<file path="config.mk">
export PLATFORM = sky130hd
export DESIGN_NAME = pattern_sequencer
export DESIGN_NICKNAME = d
export VERILOG_FILES = /design/src/rtl/pattern_sequencer.sv
export SDC_FILE = /design/constraint.sdc
export NUM_CORES = 1
export LEC_CHECK = 0
export BUFFER_PORTS_ARGS = -buffer_cell sky130_fd_sc_hd__clkbuf_2
export CORE_AREA = 2 2 94 96
export CTS_BUF_LIST = sky130_fd_sc_hd__clkbuf_8 sky130_fd_sc_hd__clkbuf_16
export CTS_CLUSTER_SIZE = 30
export DETAILED_ROUTE_END_ITERATION = 12
export DIE_AREA = 0 0 96 98
export PLACE_DENSITY_LB_ADDON = 0.1
export SLEW_MARGIN = 30
export SYNTH_ARGS = -nofsm -noshare
export SYNTH_HDL_FRONTEND = slang
export SYNTH_SLANG_ARGS = --single-unit
</file>
<file path="constraint.sdc">
create_clock -name clock -period 4.62 [get_ports clock]
set_clock_uncertainty 0.05 [all_clocks]
set_input_delay 0.693 -clock clock [delete_from_list [all_inputs] [get_ports clock]]
set_output_delay 0.693 -clock clock [all_outputs]
set_load 0.05 [all_outputs]
</file>
<file path="src/rtl/pattern_sequencer.sv">
// Chooses which test pattern the generator shows: manual switch select, timed auto-cycling,
// or hold with single-step, all updated only on frame boundaries so a frame is never torn.
module pattern_sequencer #(
    parameter int   NUM_PATTERNS = 8,
    parameter int   DWELL_FRAMES = 60,
    parameter int   DB_CYCLES    = 250000,
    parameter logic VS_POL       = 1'b0
) (
    input  logic        clock,
    input  logic        rst,
    input  logic        vSync,
    input  logic [9:0]  SW,
    input  logic        step,
    output logic [2:0]  patSel,
    output logic        frameTick,
    output logic        patChanged,
    output logic [15:0] frameCount,
    output logic [1:0]  seqState
);

    typedef enum logic [1:0] {
        MANUAL = 2'd0,
        AUTO   = 2'd1,
        HOLD   = 2'd2
    } state_t;

    localparam int          DB_W       = $clog2(DB_CYCLES + 1);
    localparam logic [DB_W-1:0] DB_LAST = DB_W'(DB_CYCLES - 1);
    localparam logic [2:0]  LAST_PAT   = 3'(NUM_PATTERNS - 1);
    localparam logic [16:0] DWELL_END  = 17'(DWELL_FRAMES);

    state_t          state;
    logic            vs_r;
    logic            sync1;
    logic            sync2;
    logic            db_level;
    logic [DB_W-1:0] db_cnt;
    logic            db_rise;
    logic            step_pending;
    logic [15:0]     dwell;

    state_t          nxt_state;
    logic [2:0]      nxt_pat;
    logic [15:0]     nxt_dwell;
    logic [2:0]      adv_pat;
    logic [16:0]     dwell_inc;

    logic            unused_sw;
    assign unused_sw = &{1'b0, SW[7:3]};

    // Frame tick: one cycle after vSync first reaches its active level.
    always_ff @(posedge clock or posedge rst) begin
        if (rst) begin
            vs_r      <= ~VS_POL;
            frameTick <= 1'b0;
        end else begin
            vs_r      <= vSync;
            frameTick <= (vSync == VS_POL) && (vs_r != VS_POL);
        end
    end

    assign db_rise = sync2 && !db_level && (db_cnt == DB_LAST);

    // Step button: synchronizer, counter debouncer, and a pending flag consumed per frame.
    always_ff @(posedge clock or posedge rst) begin
        if (rst) begin
            sync1        <= 1'b0;
            sync2        <= 1'b0;
            db_level     <= 1'b0;
            db_cnt       <= '0;
            step_pending <= 1'b0;
        end else begin
            sync1 <= step;
            sync2 <= sync1;
            if (sync2 != db_level) begin
                if (db_cnt == DB_LAST) begin
                    db_level <= sync2;
                    db_cnt   <= '0;
                end else begin
                    db_cnt <= db_cnt + DB_W'(1);
                end
            end else begin
                db_cnt <= '0;
            end
            // A press landing in the tick cycle itself is kept for the following frame.
            if (frameTick)
                step_pending <= db_rise;
            else if (db_rise)
                step_pending <= 1'b1;
        end
    end

    assign adv_pat   = (patSel == LAST_PAT) ? 3'd0 : patSel + 3'd1;
    assign dwell_inc = {1'b0, dwell} + 17'd1;

    always_comb begin
        nxt_state = MANUAL;
        nxt_pat   = patSel;
        nxt_dwell = dwell;
        if (!SW[9])
            nxt_state = MANUAL;
        else if (SW[8])
            nxt_state = HOLD;
        else
            nxt_state = AUTO;

        case (nxt_state)
            MANUAL: begin
                nxt_pat   = (SW[2:0] > LAST_PAT) ? LAST_PAT : SW[2:0];
                nxt_dwell = 16'd0;
            end
            AUTO: begin
                // Expiry and a pending step together still advance only once.
                if (dwell_inc >= DWELL_END || step_pending) begin
                    nxt_pat   = adv_pat;
                    nxt_dwell = 16'd0;
                end else begin
                    nxt_dwell = dwell_inc[15:0];
                end
            end
            HOLD: begin
                if (step_pending) begin
                    nxt_pat   = adv_pat;
                    nxt_dwell = 16'd0;
                end
            end
            default: begin
                nxt_pat   = patSel;
                nxt_dwell = dwell;
            end
        endcase
    end

    always_ff @(posedge clock or posedge rst) begin
        if (rst) begin
            state      <= MANUAL;
            patSel     <= 3'd0;
            dwell      <= 16'd0;
            patChanged <= 1'b0;
            frameCount <= 16'd0;
        end else begin
            patChanged <= 1'b0;
            if (frameTick) begin
                state      <= nxt_state;
                patSel     <= nxt_pat;
                dwell      <= nxt_dwell;
                patChanged <= (nxt_pat != patSel);
                frameCount <= frameCount + 16'd1;
            end
        end
    end

    assign seqState = state;

endmodule

</file>
* After elaboration in Yosys (flattened, before gate mapping)
Cells that the tools add are included. Widths: inputs -> output; s select.
Word-level totals: bits in registers 62, input bits 14, word-level logic and storage cells 51
Cells by class: $add $sub $neg 4, magnitude comparators 2, equality and inequality tests 7, multiplexer cells 15, bitwise logic cells 1, reductions and logical operators 10
Operators with widths (count):
- $pmux 16 s3 | 1
- $mux 18 | 2
- $mux 16 | 2
- $add 18x1->18 const B | 1
- $eq 18x18->1 const B | 1
- $add 16x1->17 const B | 1
- $ge 17x6->1 const B | 1
- $add 16x1->16 const B | 1
- $mux 3 | 4
- $pmux 3 s3 | 1
- $mux 2 | 2
- $add 3x1->3 const B | 1
- $eq 3x3->1 const B | 1
- $gt 3x3->1 const B | 1
- $logic_and 1x1->1 | 3
- $mux 1 | 3
- $ne 3x3->1 | 1
- $reduce_and 3->1 | 1
- $reduce_bool 3->1 | 1
- $eq 2x1->1 const B | 1
- $eq 2x2->1 const B | 1
- $logic_not 2->1 | 1
- $ne 2x2->1 const B | 1
- $reduce_and 2->1 | 1
- other kinds (5) | 5

* Logic depth before layout (Yosys ltp)
Gate-level depths: netlist of the first run.
depth after elaboration 7, depth in mapped cells 9

* Worst setup path before layout of the first run
Ideal clock, no wire load.
path type register to register, start register dwell[0], end register patSel[0], setup time 0.126 ns, arrival time 2.252 ns, required time 4.444 ns, setup slack 2.191 ns, stages on the path, launching flop included 8, buffers on the path 0, clock period less this slack 2.429 ns, cell sequence dfrtp_1 ha_1 nand3_1 or4_1 o21a_1 nor4_4 a2111oi_1 a311o_1
Between the ends: cells in the longest elaborated chain, start to end 5
RTL lines:
- from (decl) | RTL line 40 | logic [15:0] dwell;
- from (signal assigned) | RTL line 146 | dwell <= nxt_dwell;
- $add 16x1->17 | RTL line 94 | assign dwell_inc = {1'b0, dwell} + 17'd1;
- $ge 17x6->1 | RTL line 114 | if (dwell_inc >= DWELL_END || step_pending) begin
- $logic_or 1x1->1 | RTL line 114
- $mux 3 | RTL line 114
- $pmux 3 s3 | RTL line 107 | case (nxt_state)
- to (signal assigned) | RTL line 145 | patSel <= nxt_pat;
- to (decl) | RTL line 14 | output logic [2:0] patSel,
No other way between the ends. A chain may end at the register's enable or synchronous reset.

* Final worst setup path of the first run
Same ends and word-level chain as after synthesis.

==> results.toml, run 1 <==
[synth]
synthCells = 332
synth_fp_nets = 353
synth_edf_count = 0
ys.flop_type = "dfrtp_1"
synth_mux_area_share_pct = 2.21
synthArstFlopShare_pct = 100
synthSimpleGateAreaFrac_pct = 25.0
synth-xor-area-share_pct = 9.32
syn_area_um2 = 3290
synth_compound_area_share_pct = 9.59
synthDistinctLibCells = 59
synth_seq_area_share_pct = 47.2
synth_seq_cells = 62
synth_fa_ha_area_share_pct = 2.66
yosysWarnings = 0
avgSynthCellArea_um2 = 9.91
synth_top_family_by_area = "simple AND/OR/NAND/NOR gates"

[setup_path]
cp_max_fo = 11
cp-start-kind = "flip-flop"
critPathRequiredTime_ns = 4.79
endpoint_kind = "flip-flop"
worstPathArrival_ns = 3.14
critical_path_class = "reg -> reg"

[pwr]
netSwitchingPower_uw = 478
internal_power_uw = 914
p_leak_uw = 0.00163
vdd_drop_max_uv = 154
p_clk_share_pct = 34.4
power_density_nw_per_um2 = 376
comb_power_share_pct = 19.8
pwr-share-seq_pct = 45.8
sw_frac_of_total_pct = 34.4

[floorplan]
core.rowCount = 34
fp.dieH_um = 98
core_um2 = 8470
die_x_um = 96
die_area_um2 = 9410
io_pins = 37
initial_core_util_pct = 38.9

[clocking]
cts_resized = 0
cts.clk_slew.worst_paths_ns = 0.07
post_cts_buffers = 0
clkSinkCount = 62
tritoncts = "yes"
cts_buffers = 9
htree_num_levels = 3
worst_skew_pair.late_latency_ns = 0.34
cts_hold_buf = 0
clk_path_buf_depth = 2
root_buffer = "clkbuf_8"

[layout]
utilization_pct = 43.8
final_nets = 385
drive_gt1_share_pct = 16.8
diodes = 0
final_cell_mix = "61 x dfrtp_1, 39 x nor2_1, 31 x clkbuf_2, 29 x nand2_1, 26 x xnor2_1"
final_common_cell = "dfrtp_1"
synthToLayoutAreaGrowth_pct = 12.7

[timing]
fmax_ghz = 0.337
period_needed_ns = 2.97
hold_viol_final = 0
tightest_slew_ns = 0.852
whs_ns = 0.307
slew_violations = 0
rsz0062_at_grt = "no"
relSlewSlack_pct = 42.8
fin_crit_sh_pct = 64.3
finalSetupTns_ns = 0
setup-violations-final = 0

[global_routing]
overflow = 0
antenna_found_initial = 0
grt_pass1_wl_um = 11700
grt_pass1_vias = 2438
grt_start_max_net_pins = 34
grt_usage_pct = 15.7

[place]
place_congestion = 0.767
hpwl_um = 4480
port_buffers = 31

[route]
routed_wl_um = 6530
viasPerCell = 5.10
dr_total_vias = 2433
wl_per_cell_um = 13.7
drtPass1Iterations = 4
drt_iter0_markers = 88
drc = 0
ant_nets = 0

[run]
cap_violations = 0

[outcome]
status = "complete, no violations"

[hold_path]
min_path_type = "reg -> reg"
final cells by class:
type / count / area, µm²
clock buffer: 9 / 124
clock inverter: 7 / 73.8
fill: 844 / 4760
inverter: 13 / 48.8
multi-input combinational: 246 / 1610
sequential: 62 / 1550
tap: 108 / 135
timing repair buffer: 32 / 163
per-stage QoR:
stage,instance area [µm²],power (µW),worst slack [ns],instances
floorplan,3290,854,2.19,332
global placement,3500,921,1.74,461
detailed placement,3510,927,1.69,461
CTS,3710,1420,1.66,477
global route,3710,1470,1.43,477
finish,3710,1390,1.65,477
synth_stat cells, types with 3 or more instances:
cell type  number  area share [%]
a211oi_1        3            0.68
a21oi_1         5            0.76
and2_1         13             2.5
and3_1          5            0.95
and4_1          3            0.80
buf_6           5             1.7
clkbuf_1        5            0.57
dfrtp_1        61              46
ha_1            7             2.7
inv_1          12             1.4
mux2i_1         5             1.5
nand2_1        29             3.3
nand2b_1        3            0.57
nand3_1        16             2.4
nand4_1        13             2.5
nor2_1         39             4.5
nor2b_1         6             1.1
nor3_1          8             1.2
o2111ai_1       3            0.80
o21ai_0        11             1.7
xnor2_1        26             6.9
xor2_1          9             2.4
power groups by stage:
| stage | sequential, µW | combinational, µW | clock (µW) |
|---|---|---|---|
| global route | 647 | 303 | 523 |
| floorplan | 743 | 111 | 0 |
| detailed placement | 648 | 279 | 0 |
| global placement | 645 | 276 | 0 |
| finish | 637 | 276 | 480 |
| CTS | 637 | 280 | 500 |
per-layer routing:
metal / vias up / GRT usage, % / wire [µm]
li1: 1229 / - / -
met1: 1170 / 22.0 / 3230
met2: 24 / 23.5 / 3060
met3: 10 / 3.01 / 140
met4: 0 / 6.70 / 99
met5: - / 0 / 0
cell families (layout without fill, tap and decap cells):
family | after synthesis | count (layout)
muxes | 7 | 7
DFF | 62 | 62
and+or+nand+nor | 153 | 153
adders and majority gates | 7 | 7
AOI/OAI and AO/OA | 44 | 44
xor gates and xnor gates | 35 | 35
buffers and inverters | 24 | 61
flip-flops by register name, indices dropped and copies added, names as in the netlist:
name,count
db_cnt,18
dwell,16
frameCount,16
patSel,3
seqState,2
db_level,1
frameTick,1
patChanged,1
step_pending,1
sync1,1
sync2,1
vs_r,1
worst max-delay path, cell delays in order (launching register included):
cell and delay (ns):
dfrtp_1 0.49, ha_1 0.23, nand3_1 0.29, or4_1 0.59
o21a_1 0.23, nor4_4 0.48, a2111oi_1 0.16, a311o_1 0.34
worst paths after layout:
check                           startpoint             to  slack (ns)  cells after the start
worst max-delay path              dwell[0]      patSel[0]        1.65                      7
worst min-delay path                 sync1          sync2        0.31                      0
worst max register to register    dwell[0]      patSel[0]        1.65                      7
worst min register to register       sync1          sync2        0.31                      0
max in group asynchronous              rst           vs_r        3.23                      3
min in group asynchronous              rst  frameCount[9]        0.38                      2
(Power assumes the default switching activity.)
==> run 2: changes to the inputs <==
==> constraint.sdc (replaced) <==
create_clock -name clock -period 3.1 [get_ports clock]
set_clock_uncertainty 0.05 [all_clocks]
set_input_delay 0.465 -clock clock [delete_from_list [all_inputs] [get_ports clock]]
set_output_delay 0.465 -clock clock [all_outputs]
set_load 0.05 [all_outputs]
==> run 2 against run 1 <==
Via count is 2.1% lower. First-iteration DRC count is 6.8% higher. Power is 50% higher. Clock power up 51%. Final cell count grew 1.0%. Combinational power up 50%. Setup slack worse by 1.2 ns. Non-clock buffer count is 5 higher. Hold slack got worse by 0.16 ns. Critical path type unchanged. Critical endpoint unchanged.
==> results.toml, run 2 (synthesized netlist as in run 1, its figures left out) <==
[outcome]
status = "complete, no violations"

[clocking]
cts.clk_slew.worst_paths_ns = 0.08
htree_num_levels = 3
cts_hold_buf = 0
clkSinkCount = 62
worst_skew_pair.late_latency_ns = 0.34
clk_path_buf_depth = 2
root_buffer = "clkbuf_8"
tritoncts = "yes"
cts_resized = 0
cts_buffers = 9
post_cts_buffers = 0

[route]
routed_wl_um = 6410
viasPerCell = 4.94
drt_iter0_markers = 94
drc = 0
wl_per_cell_um = 13.3
dr_total_vias = 2383
drtPass1Iterations = 4
ant_nets = 0

[global_routing]
grt_start_max_net_pins = 34
antenna_found_initial = 0
overflow = 0
grt_pass1_wl_um = 11300
grt_usage_pct = 15.2
grt_pass1_vias = 2338

[floorplan]
core.rowCount = 34
fp.dieH_um = 98
initial_core_util_pct = 38.9
io_pins = 37
die_area_um2 = 9410
die_x_um = 96
core_um2 = 8470

[pwr]
pwr-share-seq_pct = 45.4
power_density_nw_per_um2 = 557
vdd_drop_max_uv = 248
p_clk_share_pct = 34.7
comb_power_share_pct = 19.9
internal_power_uw = 1370
netSwitchingPower_uw = 717
sw_frac_of_total_pct = 34.4
p_leak_uw = 0.00165

[hold_path]
min_path_type = "in -> async"

[place]
dp.cells = 466
port_buffers = 31
place_congestion = 0.747
hpwl_um = 4450

[setup_path]
cp_max_fo = 9
r2r_start = "dwell[0]"
critPathRequiredTime_ns = 3.27
cp-start-kind = "flip-flop"
crit_start = "dwell[0]"
worstPathArrival_ns = 2.83
critical_path_class = "reg -> reg"
endpoint_kind = "flip-flop"

[timing]
rsz0062_at_grt = "no"
relSlewSlack_pct = 54.2
tightest_slew_ns = 0.686
fmax_ghz = 0.376
setup-violations-final = 0
slew_violations = 0
period_needed_ns = 2.66
hold_viol_final = 0
finalSetupTns_ns = 0
fin_crit_sh_pct = 85.7

[layout]
diodes = 0
largest_reg_flops = 18
synthToLayoutAreaGrowth_pct = 13.7
final_nets = 390
final_common_cell = "dfrtp_1"
max_flop_register = "db_cnt"
drive_gt1_share_pct = 17.6
utilization_pct = 44.2
final_cell_mix = "61 x dfrtp_1, 39 x nor2_1, 31 x clkbuf_2, 29 x nand2_1, 26 x xnor2_1"
biggestRegsByFlops = "db_cnt (18), dwell (16), frameCount (16)"
finalNonFillerCells = 482

[run]
cap_violations = 0
run 2: power groups by stage:
stage | clock, µW | sequential, µW | combinational [µW]
final | 723 | 944 | 414
after global routing | 796 | 960 | 453
after CTS | 748 | 946 | 421
after detailed placement | 0 | 961 | 420
after global placement | 0 | 959 | 417
after floorplan | 0 | 1110 | 166
run 2: per-stage QoR:
stage               setup slack (ns)  instance area (µm²)  hold slack (ns)  total power (µW)
floorplan                      0.671                 3290            0.281              1270
global placement               0.472                 3540            0.284              1380
detailed placement             0.441                 3540            0.286              1380
CTS                            0.416                 3740            0.153              2110
global route                   0.223                 3740            0.150              2210
finish                         0.442                 3740            0.150              2080
run 2: final timing paths:
path / cells past startpoint / end / slack (ns)
max reg2reg: 7 / patSel[0] / 0.44
min reg2reg: 0 / sync2 / 0.30
max: 7 / patSel[0] / 0.44
min: 2 / frameCount[5] / 0.15
max in group asynchronous: 3 / dwell[12] / 2.14
min in group clock: 1 / vs_r / 0.17
run 2: layout make-up:
type,count,area [µm²]
timing repair buffer,37,200
tap,108,135
inverter,13,48.8
fill,842,4730
clock inverter,7,73.8
multi-input combinational,246,1610
clock buffer,9,124
sequential,62,1550
run 2: routing by layer:
layer,global-route usage [%],part of all wire [%]
met1,22.4,51
met2,21.4,45
met3,4.40,2.6
met4,4.95,0.76
met5,0,0
run 2: critical path, cell delays in order, from the launching register on:
cell and delay, ns:
dfrtp_1 0.48, ha_1 0.23, nand3_1 0.10, or4_1 0.51, o21a_1 0.22, nor4_4 0.45, a2111oi_1 0.15, a311o_1 0.33
==> run 3: changes to the inputs <==
==> constraint.sdc (replaced) <==
create_clock -name clock -period 2.3 [get_ports clock]
set_clock_uncertainty 0.05 [all_clocks]
set_input_delay 0.345 -clock clock [delete_from_list [all_inputs] [get_ports clock]]
set_output_delay 0.345 -clock clock [all_outputs]
set_load 0.05 [all_outputs]
==> run 3 against run 2 <==
Critical endpoint is now patChanged. The flow now finishes with violations (hold timing). Via count is 5.9% higher. Global-route usage is essentially flat. Hold slack worse by 0.16 ns.
==> results.toml, run 3 (synthesized netlist as in run 1, its figures left out) <==
[outcome]
status = "finished, violations left"
failed_checks = "hold timing"

[global_routing]
grt_pass1_vias = 2342
grt_start_max_net_pins = 38
grt_pass1_wl_um = 11300
overflow = 0
grt_usage_pct = 15.3
antenna_found_initial = 0

[clocking]
tritoncts = "yes"
cts.clk_slew.worst_paths_ns = 0.07
clk_path_buf_depth = 2
clkSinkCount = 62
cts_hold_buf = 0
root_buffer = "clkbuf_8"
worst_skew_pair.late_latency_ns = 0.34
cts_buffers = 9
htree_num_levels = 3

[setup_path]
critPathRequiredTime_ns = 2.47
critical_path_class = "reg -> reg"
cp_max_fo = 4
endpoint_kind = "flip-flop"
worstPathArrival_ns = 2.41
cp-start-kind = "flip-flop"

[place]
dpl_cell_area_um2 = 3700
hpwl_um = 4720
place_congestion = 0.780
port_buffers = 31

[layout]
diodes = 0
biggestRegsByFlops = "db_cnt (18), dwell (16), frameCount (16)"
fillCellCount = 822
multi_input_area_um2 = 1660
final_nets = 413
stdcell_area_um2 = 4000
largest_reg_flops = 18
drive_gt1_share_pct = 24.7
final_cell_mix = "61 x dfrtp_1, 39 x nor2_1, 31 x clkbuf_2, 29 x nand2_1, 28 x buf_4"
final_common_cell = "dfrtp_1"
max_flop_register = "db_cnt"
regArea_um2 = 1550
synthToLayoutAreaGrowth_pct = 21.6

[pwr]
vdd_drop_max_uv = 333
pwr-share-seq_pct = 42.7
sw_frac_of_total_pct = 32.6
comb_power_share_pct = 21.4
internal_power_uw = 1980
netSwitchingPower_uw = 957
power_density_nw_per_um2 = 733
p_leak_uw = 0.00179
p_clk_share_pct = 35.9

[timing]
hold_viol_final = 14
fin_crit_sh_pct = 97.6
period_needed_ns = 2.24
slew_violations = 0
setup-violations-final = 0
rsz0062_at_grt = "yes"
finalSetupTns_ns = 0
relSlewSlack_pct = 62.2
fmax_ghz = 0.446
tightest_slew_ns = 0.566
whs_ns = -0.00766

[route]
dr_total_vias = 2523
drc = 0
ant_nets = 0
drtPass1Iterations = 4
drt_iter0_markers = 78
viasPerCell = 5.00
wl_per_cell_um = 13.2
routed_wl_um = 6660

[floorplan]
die_x_um = 96
fp.dieH_um = 98
initial_core_util_pct = 38.9
core_um2 = 8470
core.rowCount = 34
die_area_um2 = 9410
io_pins = 37

[hold_path]
min_path_type = "in -> async"

[run]
cap_violations = 0
## run 3: cell count changes in the layout (fill, tap and decap cells not counted), sizes merged
cell      delta
bufinv       +1
buf         +23
clkinvlp     -1
## run 3: worst paths after layout
kind                                from        endpoint  slack [ns]  depth (start not counted)
worst max-delay path            dwell[1]      patChanged        0.06                          8
worst min-delay path                 rst  frameCount[15]      -0.008                          2
worst max register to register  dwell[1]      patChanged        0.06                          8
worst min register to register     sync1           sync2        0.30                          0
max in group asynchronous            rst            vs_r        1.55                          3
min in group clock                 vSync            vs_r        0.05                          1
## run 3: layout make-up
class	instances	area share (%)
Inverter	13	1.22
Sequential cell	62	38.8
Timing Repair Buffer	60	9.63
Clock buffer	9	3.10
Tap cell	108	3.38
Clock inverter	7	2.41
Multi-Input combinational cell	246	41.5
## run 3: power groups by stage
stage | Sequential (µW) | Combinational [µW] | Clock, µW
floorplan | 1490 | 225 | 0
global placement | 1270 | 624 | 0
detailed placement | 1270 | 626 | 0
CTS | 1250 | 626 | 1080
global route | 1270 | 681 | 1130
finish | 1250 | 628 | 1050
## run 3: routing by layer
| layer | vias to the layer above | wire [µm] | share of wire [%] | track usage [%] |
|---|---|---|---|---|
| met3 | 8 | 157 | 2.4 | 3.47 |
| met1 | 1206 | 3350 | 50 | 22.4 |
| met5 | - | 0 | 0 | 0 |
| met2 | 24 | 3090 | 46 | 22.3 |
| li1 | 1285 | - | - | - |
| met4 | 0 | 75 | 1.1 | 4.95 |
## run 3: worst max-delay path: stages (launching register included)
cell	delay (ns)
dfrtp_1	0.39
ha_4	0.16
nand3_2	0.08
or4_4	0.51
o21a_1	0.24
nor4_4	0.25
buf_4	0.19
and4bb_2	0.21
nor2_1	0.05
## run 3: timing repair
| action | CTS | global route |
|---|---|---|
| endpoints found under the setup margin | 0 | 8 |
| resized for setup | 0 | 9 |
| hold endpoints to repair | 0 | 0 |
| buffers inserted | 0 | 5 |
## run 3: stage by stage
stage	hold WS [ns]	worst slack, ns	utilization, %	instances	power, µW
floorplan	0.281	0.00284	-	332	1720
global placement	0.284	0.0556	43.7	484	1890
detailed placement	0.286	-0.00378	43.7	484	1890
CTS	0.0116	0.0144	46.3	500	2960
global route	0.0407	-0.0604	47.3	505	3070
finish	-0.00766	0.0560	47.3	505	2930
